==> src/rtl/keys_pkg.sv <==
// rtl/keys_pkg.sv - shared register map and bus width for the keys reader
package keys_pkg;

  localparam int DATA_W = 8;

  localparam logic [3:0] ADDR_STATE = 4'd0;
  localparam logic [3:0] ADDR_EDGE  = 4'd1;
  localparam logic [3:0] ADDR_MASK  = 4'd2;
  localparam logic [3:0] ADDR_RAW   = 4'd3;

endpackage

==> src/rtl/key_debounce.sv <==
// rtl/key_debounce.sv - one-bit synchroniser, polarity fix, debounce counter and rise pulse
module key_debounce #(
  parameter int DEBOUNCE_CYCLES = 500000,
  parameter bit ACTIVE_LOW      = 1'b1
) (
  input  logic clk,
  input  logic rst_n,
  input  logic pin,
  output logic raw,
  output logic deb,
  output logic rise
);

  localparam int CW = $clog2(DEBOUNCE_CYCLES);
  localparam logic [CW-1:0] LAST = CW'(DEBOUNCE_CYCLES - 1);

  logic          level;
  logic          meta;
  logic          deb_prev;
  logic [CW-1:0] cnt;

  // Inverting ahead of the first flop lets every flop reset to "not pressed".
  assign level = ACTIVE_LOW ? ~pin : pin;

  always_ff @(posedge clk or negedge rst_n) begin
    if (!rst_n) begin
      meta     <= 1'b0;
      raw      <= 1'b0;
      deb      <= 1'b0;
      deb_prev <= 1'b0;
      cnt      <= '0;
    end else begin
      meta     <= level;
      raw      <= meta;
      deb_prev <= deb;
      if (raw == deb) begin
        cnt <= '0;
      end else if (cnt == LAST) begin
        deb <= raw;
        cnt <= '0;
      end else begin
        cnt <= cnt + CW'(1);
      end
    end
  end

  assign rise = deb & ~deb_prev;

endmodule

==> src/rtl/keys_reader.sv <==
// rtl/keys_reader.sv - Avalon-MM slave exposing debounced keys, edge capture and interrupt
module keys_reader
  import keys_pkg::*;
#(
  parameter int WIDTH           = 8,
  parameter int DEBOUNCE_CYCLES = 500000,
  parameter bit ACTIVE_LOW      = 1'b1
) (
  input  logic              csi_clk,
  input  logic              csi_reset_n,
  input  logic [3:0]        avs_s1_address,
  input  logic              avs_s1_read,
  output logic [DATA_W-1:0] avs_s1_readdata,
  input  logic              avs_s1_write,
  input  logic [DATA_W-1:0] avs_s1_writedata,
  output logic              ins_irq0_irq,
  input  logic [WIDTH-1:0]  coe_keys
);

  localparam logic [DATA_W-1:0] LANE_MASK = DATA_W'((1 << WIDTH) - 1);

  logic [WIDTH-1:0]  raw;
  logic [WIDTH-1:0]  deb;
  logic [WIDTH-1:0]  rise;
  logic [DATA_W-1:0] edge_q;
  logic [DATA_W-1:0] mask_q;
  logic [DATA_W-1:0] clr;
  logic              wr_edge;
  logic              wr_mask;

  for (genvar i = 0; i < WIDTH; i++) begin : g_key
    key_debounce #(
      .DEBOUNCE_CYCLES(DEBOUNCE_CYCLES),
      .ACTIVE_LOW     (ACTIVE_LOW)
    ) u_deb (
      .clk  (csi_clk),
      .rst_n(csi_reset_n),
      .pin  (coe_keys[i]),
      .raw  (raw[i]),
      .deb  (deb[i]),
      .rise (rise[i])
    );
  end

  assign wr_edge = avs_s1_write && (avs_s1_address == ADDR_EDGE);
  assign wr_mask = avs_s1_write && (avs_s1_address == ADDR_MASK);
  assign clr     = wr_edge ? (avs_s1_writedata & LANE_MASK) : '0;

  // OR-ing the rise in after the clear makes a capture win over a same-cycle W1C.
  always_ff @(posedge csi_clk or negedge csi_reset_n) begin
    if (!csi_reset_n) begin
      edge_q <= '0;
      mask_q <= '0;
    end else begin
      edge_q <= (edge_q & ~clr) | DATA_W'(rise);
      if (wr_mask) mask_q <= avs_s1_writedata & LANE_MASK;
    end
  end

  always_ff @(posedge csi_clk or negedge csi_reset_n) begin
    if (!csi_reset_n) begin
      avs_s1_readdata <= '0;
    end else if (avs_s1_read) begin
      case (avs_s1_address)
        ADDR_STATE: avs_s1_readdata <= DATA_W'(deb);
        ADDR_EDGE:  avs_s1_readdata <= edge_q;
        ADDR_MASK:  avs_s1_readdata <= mask_q;
        ADDR_RAW:   avs_s1_readdata <= DATA_W'(raw);
        default:    avs_s1_readdata <= '0;
      endcase
    end
  end

  assign ins_irq0_irq = |(edge_q & mask_q);

endmodule

==> config.mk <==
export PLATFORM = sky130hd
export DESIGN_NAME = keys_reader
export DESIGN_NICKNAME = d
export VERILOG_FILES = /design/src/rtl/keys_pkg.sv /design/src/rtl/key_debounce.sv /design/src/rtl/keys_reader.sv
export SDC_FILE = /design/constraint.sdc
export NUM_CORES = 1
export LEC_CHECK = 0
export CORE_MARGIN = 5
export CORE_UTILIZATION = 40
export CTS_CLUSTER_SIZE = 40
export DETAILED_ROUTE_END_ITERATION = 6
export HOLD_SLACK_MARGIN = 0.08
export PLACE_DENSITY = 0.62
export SLEW_MARGIN = 5
export SYNTH_ARGS = -nofsm -noshare
export SYNTH_HDL_FRONTEND = slang
export SYNTH_SLANG_ARGS = --single-unit
==> constraint.sdc <==
create_clock -name csi_clk -period 2.85 [get_ports csi_clk]
set_input_delay 0.4275 -clock csi_clk [delete_from_list [all_inputs] [get_ports csi_clk]]
set_output_delay 0.4275 -clock csi_clk [all_outputs]
set_load 0.02 [all_outputs]
==> results by group <==
Synthesis
  – Adder-cell share of the synthesized area: 1.019%
  – Asr flop ratio synth: 100.0%
  – Cells after synthesis: 938
  – Synth Flop Type: dfrtp_1
  – Number of flops mapped to enable cells by yosys: 0
  – Net Count, Synth: 970
  – Simple-Gate Fraction of Synth Area: about 23%
  – Largest family of logic cells by synthesized area: simple AND/OR/NAND/NOR gates
  – Distinct cell type count after synthesis: 47
  – Yosys reg bits: 208
  – Fraction of synthesized cell area in xor and xnor cells: 9.099%
  – Mapped cell area: 0.009818 sq mm
  – Post-synthesis sequential area ratio: 53.01%
  – Yosys warnings: 0
  – Post-synthesis mux area share: under 10%
  – Compound-cell area share of the yosys netlist: 7.340%
  – Synthesized area per cell: 10.47 sq um

STA
  – Final hold vios: 0
  – Rel. slew slack: between 50 and 60%
  – Period utilization: between 80% and 90%
  – Final min period: 2.308 ns
  – Max Slew Vio Count: 0
  – Worst Skew: 0.01084 ns
  – # setup viols final: 0
  – Final WS setup: about 0.54 ns
  – Worst-margin pin slew: 0.7465 ns
  – Fmax: 433.4 MHz
  – RSZ-0062 raised after global routing: false
  – Setup TNS: 0 ns

Global route
  – Largest net degree at the start of global routing: 61
  – First-pass GRT wire length: roughly 33 mm
  – GR Overflow Total: 0
  – Initial antenna violation count: 2
  – Vias in the first global route: 6843
  – Tot GR Track Use: 13.80%

Cells and area
  – Layout cells sized above 1: approximately a tenth
  – Nets@finish: 1012
  – Fillers: 2257
  – Commonest non-fill, non-tap cell in the layout: dfrtp_1
  – N_diodes: 0
  – Most frequent cells in the layout: dfrtp_1, nor2_1, nand3_1
  – Area grow syn2layout: 16.22%

Place
  – Pre-CTS setup slack: 0.5455 ns
  – Routability cong.: approximately 0.80
  – Port Buffers: 32
  – Detailed Place HPWL: about 13 mm

Die
  – Die area: 0.02778 sq mm
  – Io pins: 33
  – Chip height: approximately 170 microns
  – Starting Density: 40.49%
  – Die Span X: 166.7 microns
  – # rows: 57
  – CORE AREA: 0.02425 sq mm

Drt
  – Vias per cell: between 5 and 6
  – DR iter-0 viols: between 300 and 400
  – WL final: about 19 mm
  – Final ANT Viol Nets: 0
  – DR DRC count: 0
  – Vias: 6897
  – Routed len/inst: between 10 and 15 microns
  – Drt pass-1 iters: 4

Worst setup path
  – Crit start category: flop
  – CP Data Required Time: 2.42 ns
  – Crit Path Category: flop to output pin
  – CP max stage cell: clkdlybuf4s50_1
  – CP Capture Type: output pin
  – WP data arrival: 1.88 ns
  – Worst path cell trace: a22oi_1 > nand4_1 > clkdlybuf4s50_1
  – Max stage delay on crit path: 0.62 ns
  – R2R depth: 4
  – Critical path fanouts, max: 3

CTS
  – CTS tree: done
  – Worst skew pair latency: 0.51 ns
  – Clock buffer depth: 3
  – CTS buffer count: 24
  – Hold buffers post-CTS: 1
  – CTS root buffer: clkbuf_16
  – Clock-pin slew on the worst setup and hold paths: 0.06 ns
  – Clk sinks: 208
  – Post-CTS sizing: 0
  – H-tree levels: 1
  – Post-CTS Setup Repair Bufs: 0

Pwr
  – Clock power share: 50.2%
  – Combinational share of power: 4.3%
  – Seq pwr share: 45.5%
  – Power Total: roughly 6.8 mW
  – LEAKAGE: 4.629 nW
  – Sw frac: 21.17%
  – Cell-internal power: 5.344 mW
  – VDD IR max: roughly 0.38 mV
  – Cell Pwr Density: between 500 and 600 mW/mm^2
  – Sw power: between 1 and 1.5 mW

Min path
  – Worst Hold Depth: 0
  – Worst Hold Class: flop to flop

Run
  – Max-cap violations: 0

Outcome
  – Run status: finished, final reports clean
## power by group through the flow
stage	logic, mW	clock network (mW)	registers [mW]
final	0.289	3.40	3.09
after global routing	0.330	3.64	3.09
after CTS	0.299	3.52	3.09
after detailed placement	0.297	0	3.14
after global placement	0.294	0	3.14
after floorplan	0.151	0	3.13
## worst max-delay path, delay by kind of cell (launching register included)
family	cells	cell delay [ns]
AO/OA/AOI/OAI	1	0.23
flip-flops	1	0.39
AND/OR/NAND/NOR	1	0.14
buffers and inverters	1	0.62
## layer usage
layer / global-route usage (%) / vias to the layer above / share of wire [%]
met3: 3.081 / 30 / 3.7
met4: 3.308 / 4 / 1.9
met2: 22.00 / 72 / 45
met5: 0 / - / 0.14
met1: 19.36 / 3359 / 49
li1: - / 3432 / -
## cell families after synthesis
family,Yosys count
flip-flops,208
adder cells (fa/ha/maj),8
buffers and inverters,70
AO/OA/AOI/OAI,112
multiplexers,24
AND/OR/NAND/NOR,414
XOR/XNOR,102
## through the flow
step / hold slack [ns] / utilization (%) / std cells / instance area [sq um]
3_3_place_gp: 0.3321 / 43.32 / 1277 / 10510
6_report: 0.3446 / 47.06 / 1322 / 11410
3_5_place_dp: 0.3347 / 43.32 / 1277 / 10510
4_1_cts: 0.3456 / 47.06 / 1322 / 11410
2_1_floorplan: 0.1319 / - / 938 / 9818
5_1_grt: 0.3538 / 47.06 / 1322 / 11410
## synth_stat cells (8+ instances only)
library cell,number,area (sq um)
or3_1,29,181.4
nand2_1,55,206.5
a22o_1,8,70.07
or4_1,25,187.7
and4_1,15,131.4
mux2_2,16,180.2
mux4_2,8,180.2
dfrtp_1,208,5205
nand4_1,43,269.0
inv_1,45,168.9
a21oi_1,42,210.2
o31ai_1,19,142.6
nor2_1,116,435.4
clkbuf_1,17,63.81
nor4_1,13,81.33
nand3_1,56,280.3
ha_1,8,100.1
o21ai_0,31,155.2
xor2_1,53,464.2
and2_1,10,62.56
and3_1,12,75.07
nor3_1,12,60.06
xnor2_1,49,429.2
## path summary, 6_finish.rpt
path                                                  startpoint                               end  slack, ns
worst max-delay path                         edge_q[3]$_DFF_PN0_                      ins_irq0_irq       0.54
worst min-delay path               g_key[6].u_deb.meta$_DFF_PN0_      g_key[6].u_deb.raw$_DFF_PN0_       0.34
worst max register to register  g_key[0].u_deb.cnt[11]$_DFF_PN0_  g_key[0].u_deb.cnt[11]$_DFF_PN0_       0.66
worst min register to register     g_key[6].u_deb.meta$_DFF_PN0_      g_key[6].u_deb.raw$_DFF_PN0_       0.34
max in group asynchronous                            csi_reset_n   g_key[5].u_deb.cnt[6]$_DFF_PN0_       1.57
min in group asynchronous                            csi_reset_n  g_key[5].u_deb.cnt[17]$_DFF_PN0_       0.46
## registers in the layout, summed over array words and instances, names as in the netlist
name / flops
g_key.u_deb.raw: 8
edge_q: 8
g_key.u_deb.cnt: 152
avs_s1_readdata: 8
mask_q: 8
g_key.u_deb.deb: 8
g_key.u_deb.deb_prev: 8
g_key.u_deb.meta: 8
## cell type report
cell class / count / area [sq um] / area share (%)
sequential: 208 / 5205 / 45.61
multi-input combinational: 660 / 4317 / 37.83
clock buffer: 29 / 660.6 / 5.789
timing repair buffer: 41 / 419.2 / 3.673
tap: 324 / 405.4 / 3.553
clock inverter: 15 / 235.2 / 2.061
inverter: 45 / 168.9 / 1.480
(Power assumes the default switching activity.)
